## src/rtl/hilo_muldiv.sv

```systemverilog
// Iterative HI/LO multiply/divide unit: one bit per cycle, shift-add multiply and restoring divide.
// Optional macro HILO_SIGNED_EN enables signed MULT/DIV; when undefined, op[0] is ignored and all ops are unsigned.
module hilo_muldiv #(
  parameter int WIDTH = 32
) (
  input  logic             clk,
  input  logic             reset,
  input  logic             start,
  input  logic [1:0]       op,
  input  logic [WIDTH-1:0] a,
  input  logic [WIDTH-1:0] b,
  input  logic             mthi,
  input  logic             mtlo,
  input  logic [WIDTH-1:0] wdata,
  input  logic             flush,
  output logic [WIDTH-1:0] hi,
  output logic [WIDTH-1:0] lo,
  output logic             busy,
  output logic             done,
  output logic             div_by_zero,
  output logic             state_dbg
);

  localparam int CW = $clog2(WIDTH) + 1;

  typedef enum logic {IDLE = 1'b0, RUN = 1'b1} state_t;

  // Handshake: start is taken only in IDLE with flush low; done is a one-cycle
  // pulse coinciding with busy falling. mthi/mtlo only act in IDLE.
  state_t           state_q, state_d;
  logic [CW-1:0]    cnt_q;
  logic [WIDTH-1:0] acc_q, mq_q, d_q, hi_q, lo_q;
  logic             is_div_q, zdiv_q, done_q, dbz_q;
  logic             accept, last, op_div;
  logic [WIDTH-1:0] a_mag, b_mag;
  logic [WIDTH:0]   sum, rem_sh;
  logic [WIDTH+1:0] diff;
  logic             ge;
  logic [WIDTH-1:0] acc_n, mq_n, res_hi, res_lo;

  assign accept = (state_q == IDLE) && start && !flush;
  assign last   = (cnt_q == CW'(1));
  assign op_div = op[1];

`ifdef HILO_SIGNED_EN
  logic signed_op, a_neg, b_neg, neg_res_q, neg_rem_q;
  logic [2*WIDTH-1:0] prod_fix;
  assign signed_op = ~op[0];
  assign a_neg     = signed_op & a[WIDTH-1];
  assign b_neg     = signed_op & b[WIDTH-1];
  assign a_mag     = a_neg ? -a : a;
  assign b_mag     = b_neg ? -b : b;
`else
  logic unused_op0;
  assign unused_op0 = op[0];
  assign a_mag      = a;
  assign b_mag      = b;
`endif

  // One iteration step: multiplier bits shift out of mq, quotient bits shift into mq.
  always_comb begin
    sum    = {1'b0, acc_q} + (mq_q[0] ? {1'b0, d_q} : '0);
    rem_sh = {acc_q, mq_q[WIDTH-1]};
    diff   = {1'b0, rem_sh} - {2'b00, d_q};
    ge     = ~diff[WIDTH+1];
    if (is_div_q) begin
      acc_n = ge ? diff[WIDTH-1:0] : rem_sh[WIDTH-1:0];
      mq_n  = {mq_q[WIDTH-2:0], ge};
    end else begin
      acc_n = sum[WIDTH:1];
      mq_n  = {sum[0], mq_q[WIDTH-1:1]};
    end
  end

  always_comb begin
    res_hi = acc_n;
    res_lo = mq_n;
`ifdef HILO_SIGNED_EN
    prod_fix = -{acc_n, mq_n};
    if (!is_div_q) begin
      if (neg_res_q) {res_hi, res_lo} = prod_fix;
    end else begin
      if (neg_res_q) res_lo = -mq_n;
      if (neg_rem_q) res_hi = -acc_n;
    end
`endif
  end

  always_comb begin
    state_d = state_q;
    case (state_q)
      IDLE:    if (accept) state_d = RUN;
      RUN:     if (flush || last) state_d = IDLE;
      default: state_d = IDLE;
    endcase
  end

  always_ff @(posedge clk) begin
    if (reset) begin
      state_q  <= IDLE;
      cnt_q    <= '0;
      acc_q    <= '0;
      mq_q     <= '0;
      d_q      <= '0;
      hi_q     <= '0;
      lo_q     <= '0;
      is_div_q <= 1'b0;
      zdiv_q   <= 1'b0;
      done_q   <= 1'b0;
      dbz_q    <= 1'b0;
`ifdef HILO_SIGNED_EN
      neg_res_q <= 1'b0;
      neg_rem_q <= 1'b0;
`endif
    end else begin
      state_q <= state_d;
      done_q  <= 1'b0;
      dbz_q   <= 1'b0;
      if (state_q == IDLE) begin
        if (accept) begin
          is_div_q <= op_div;
          zdiv_q   <= op_div && (b == '0);
          d_q      <= op_div ? b_mag : a_mag;
          mq_q     <= op_div ? a_mag : b_mag;
          // A zero divisor parks the raw dividend in acc and finishes next edge.
          acc_q    <= (op_div && (b == '0)) ? a : '0;
          cnt_q    <= (op_div && (b == '0)) ? CW'(1) : CW'(WIDTH);
`ifdef HILO_SIGNED_EN
          neg_res_q <= a_neg ^ b_neg;
          neg_rem_q <= a_neg;
`endif
        end else begin
          if (mthi) hi_q <= wdata;
          if (mtlo) lo_q <= wdata;
        end
      end else if (flush) begin
        cnt_q <= '0;
      end else if (zdiv_q) begin
        hi_q   <= acc_q;
        lo_q   <= '1;
        done_q <= 1'b1;
        dbz_q  <= 1'b1;
        cnt_q  <= '0;
      end else begin
        acc_q <= acc_n;
        mq_q  <= mq_n;
        cnt_q <= cnt_q - CW'(1);
        if (last) begin
          hi_q   <= res_hi;
          lo_q   <= res_lo;
          done_q <= 1'b1;
        end
      end
    end
  end

  assign hi          = hi_q;
  assign lo          = lo_q;
  assign busy        = (state_q == RUN);
  assign done        = done_q;
  assign div_by_zero = dbz_q;
  assign state_dbg   = state_q;

endmodule

```

## config.mk

```make
export PLATFORM = sky130hd
export DESIGN_NAME = hilo_muldiv
export DESIGN_NICKNAME = d
export VERILOG_FILES = /design/src/rtl/hilo_muldiv.sv
export SDC_FILE = /design/constraint.sdc
export NUM_CORES = 1
export LEC_CHECK = 0
export CAP_MARGIN = 25
export CORE_MARGIN = 10
export CORE_UTILIZATION = 30
export CTS_BUF_LIST = sky130_fd_sc_hd__clkbuf_8
export CTS_CLUSTER_SIZE = 12
export DETAILED_ROUTE_END_ITERATION = 7
export SLEW_MARGIN = 20
export SYNTH_ARGS = -nofsm -noshare
export SYNTH_HDL_FRONTEND = slang
export SYNTH_SLANG_ARGS = --single-unit
```

## constraint.sdc

```tcl
create_clock -name clk -period 4.2 [get_ports clk]
set_input_delay 0.42 -clock clk [delete_from_list [all_inputs] [get_ports clk]]
set_output_delay 0.42 -clock clk [all_outputs]
set_load 0.01 [all_outputs]
```

==> run_results.csv <==
group,metric,value,unit
status,run_status,"completed",
job,drv.max_cap_violation_count,0,
worst_hold_path,min_to,"lo[1]$_SDFFE_PP0P_",
timing,rsz0062_at_grt,"no",
critical_path,r2r.worst_path.cells,12,
power,switchingPower,1.88,mW
routing,drt-wirelength-per-cell,21.6,µm
cells_and_area,area_growth,21.9,%
cells_and_area,layout_common_cells,"nor2_1 (272), a21oi_1 (179), dfxtp_1 (169)",
critical_path,critical_path.max_fanout,19,
place,gp_congestion,0.938,
synthesis,syn_nets,1867,
timing,timing.max_slew.rel_slack,44.1,%
grt,gr-usage-all-layers,19.3,%
floorplan,initial_utilization,30.5,%
clocking,clock_latency,490,ps
timing,timing_worst_slew_pin_value,830,ps
critical_path,crit_path_cell_trace,"ha_1 -> nand4_1 -> or3_1 -> o41ai_2 -> o31ai_2 -> a31oi_4 -> a41o_1 -> buf_12 -> mux2_1 -> a21oi_1 -> o21a_1 -> a211oi_1",
critical_path,worst_r2r_endpoint,"acc_q[8]$_SDFFE_PP0P_",
place,hpwlAfterDp,38900,µm
critical_path,crit_type,"register to register",
routing,routed_wl,51000,µm
critical_path,r2r_setup_slack,250,ps
place,placedCellCount,2328,
synthesis,synth_edf_count,0,
clocking,ctsLongestPathBuffers,2,
cells_and_area,num-fill-cells,4347,
cells_and_area,post_route_cells_drive_above_1_share,6.26,%
grt,grt_first_pass_wirelength,77800,µm
clocking,htree_num_levels,4,
cells_and_area,design.final.nets,1981,
clocking,postCtsSetupRepairBufs,0,
timing,fmax,253,MHz
synthesis,ys_seq_elements,171,
floorplan,chipHeight,227,µm
worst_hold_path,timing.hold.worst_path_depth,2,
power,combPwrFrac,36.6,%
cells_and_area,final_cells,2361,
floorplan,die_footprint,0.0515,mm²
grt,via_count_of_the_first_global_routing_pass,12902,
power,power.switching_fraction,36.7,%
floorplan,die_w,227,µm
critical_path,timing.critical_path.slowest_stage_cell,"ha_1",
clocking,clk_root_buffer_cell,"clkbuf_8",
worst_hold_path,timing.hold.worst.start,"reset",
worst_hold_path,hold_path_class,"primary input to register",
synthesis,avgSynthCellArea,7.58,µm²
routing,drt_iter0_drc,1459,
synthesis,post_synth_instance_area,0.0128,mm²
power,pwr_density_cell,327,mW/mm²
synthesis,synth-main-ff-cell,"dfxtp_1",
critical_path,worst_ep_arrival_time,4300,ps
clocking,cts-buffers-inserted,17,
timing,timing.setup.tns,0,ps
routing,routed_via_density,5.68,
power,seq_power_share,36.6,%
synthesis,synth_cell_type_count,78,
cells_and_area,antenna-diode-count,0,
timing,setup_violations,0,
synthesis,synth.yosys.seq_area_share,26.6,%
clocking,cts_tree,"done",
routing,drc_errors,0,
routing,antenna_violating_nets_post_route,0,
timing,post_route_skew,13.4,ps
power,leakagePower,6.01,nW
timing,timing.hold.ws,308,ps
grt,overflow,0,
timing,post-route-period-util,94.0,%
grt,initial_antenna_violation_count,0,
critical_path,critical_path.endpoint_type,"register",
routing,via_count,13403,
cells_and_area,final_common_cell,"nor2_1",
power,power_frac_clock,26.8,%
synthesis,asyncSetResetFlopFracSynth,0,%
timing,period_needed,3950,ps
synthesis,yosys_warnings,0,
clocking,cts.hold.buffers_added,0,
critical_path,slowest_delay,510,ps
critical_path,critical_path_required,4550,ps
grt,grt_start_max_net_pins,69,
critical_path,cp-start-kind,"register",
timing,hold_violations,0,
clocking,clock_sink_count,171,
timing,slew_viol_final,0,
floorplan,row_count,75,
power,p_int,3.24,mW
power,finalPower,5.12,mW
floorplan,top_level_ports,172,
power,max-vdd-ir-drop,236,µV
synthesis,netlist_instances,1695,
critical_path,critical_path.reg2reg.startpoint,"acc_q[18]$_SDFFE_PP0P_",
routing,drt_pre_antenna_iters,6,
clocking,cts_repair_resize_count,0,
place,io_buffer_count,170,
floorplan,coreArea,0.0421,mm²
clocking,clkSlewWorstSetupHoldPaths,100,ps
## registers in the layout (all words and copies together), names as in the netlist, 6 cells and up
name / flops
cnt_q: 6
lo: 32
d_q: 32
acc_q: 32
hi: 32
mq_q: 32
## synthesized netlist by cell type (all sizes together) (25+ instances only)
cell type	n	share of area [%]
mux2i	87	6.8
a21oi	182	7.2
buf	29	1.2
nand3	25	0.97
o21ai	49	1.9
nor2b	43	2.1
a211oi	163	9.6
xnor2	35	2.4
inv	54	1.6
ha	66	6.4
a21o	31	1.8
dfxtp	171	27
nor3	33	1.3
and2	38	1.9
clkbuf	95	2.8
nand2	86	2.5
nor2	275	8.0
## metal layers
metal	wire length [µm]	vias to the layer above	track usage [%]
li1	-	6427	-
met1	22700	6392	26.1
met2	23300	521	31.1
met3	3870	63	3.33
met4	1160	0	5.40
met5	0	-	0
## cells by family after synthesis
family	count (synthesis)	synth area share [%]
AOI/OAI and AO/OA	567	30.0
xor gates and xnor gates	54	3.68
adders and majority gates	68	6.74
DFF	171	26.6
buffers and inverters	179	5.62
and+or+nand+nor	564	20.1
muxes	92	7.22
## how the worst max path moves through the flow
stage / from / slack, ps / endpoint
after CTS: acc_q[18]$_SDFFE_PP0P_ / 400 / acc_q[8]$_SDFFE_PP0P_
final: acc_q[18]$_SDFFE_PP0P_ / 250 / acc_q[8]$_SDFFE_PP0P_
after floorplan: d_q[19]$_SDFFE_PP0P_ / 1020 / hi[20]$_SDFFE_PP0P_
after global placement: acc_q[18]$_SDFFE_PP0P_ / 440 / acc_q[8]$_SDFFE_PP0P_
after detailed placement: acc_q[18]$_SDFFE_PP0P_ / 420 / acc_q[8]$_SDFFE_PP0P_
after global routing: acc_q[18]$_SDFFE_PP0P_ / 110 / acc_q[6]$_SDFFE_PP0P_
## power by group through the flow
stage / combinational, mW / sequential, mW / clock, mW
finish: 1.88 / 1.87 / 1.37
global route: 2.04 / 1.89 / 1.44
CTS: 1.85 / 1.87 / 1.38
detailed placement: 1.83 / 1.91 / 0
global placement: 1.82 / 1.91 / 0
floorplan: 1.20 / 1.88 / 0
## per-stage QoR
step	utilization [%]	instance area (µm²)	setup WS [ps]
5_1_grt	37.2	15700	108
3_5_place_dp	36.0	15200	423
2_1_floorplan	-	12800	1020
6_report	37.2	15700	252
4_1_cts	37.1	15600	398
3_3_place_gp	36.0	15200	436
## worst max-delay path, delay by kind of cell, from the launching register on
kind	cells	cell delay, ps
compound gates	7	1770
flops	1	400
simple gates	2	530
buf+inv	1	240
mux	1	330
fa+ha+maj	1	510
## final cells by class
cell class	count	area [µm²]	share of cell area, %
inverter	55	206	1.32
multi-input combinational	1345	8750	55.8
tap	539	674	4.31
sequential	171	3430	21.9
clock buffer	21	289	1.85
clock inverter	11	166	1.06
timing repair buffer	219	2150	13.7
Power figures use the tool's default switching activity.
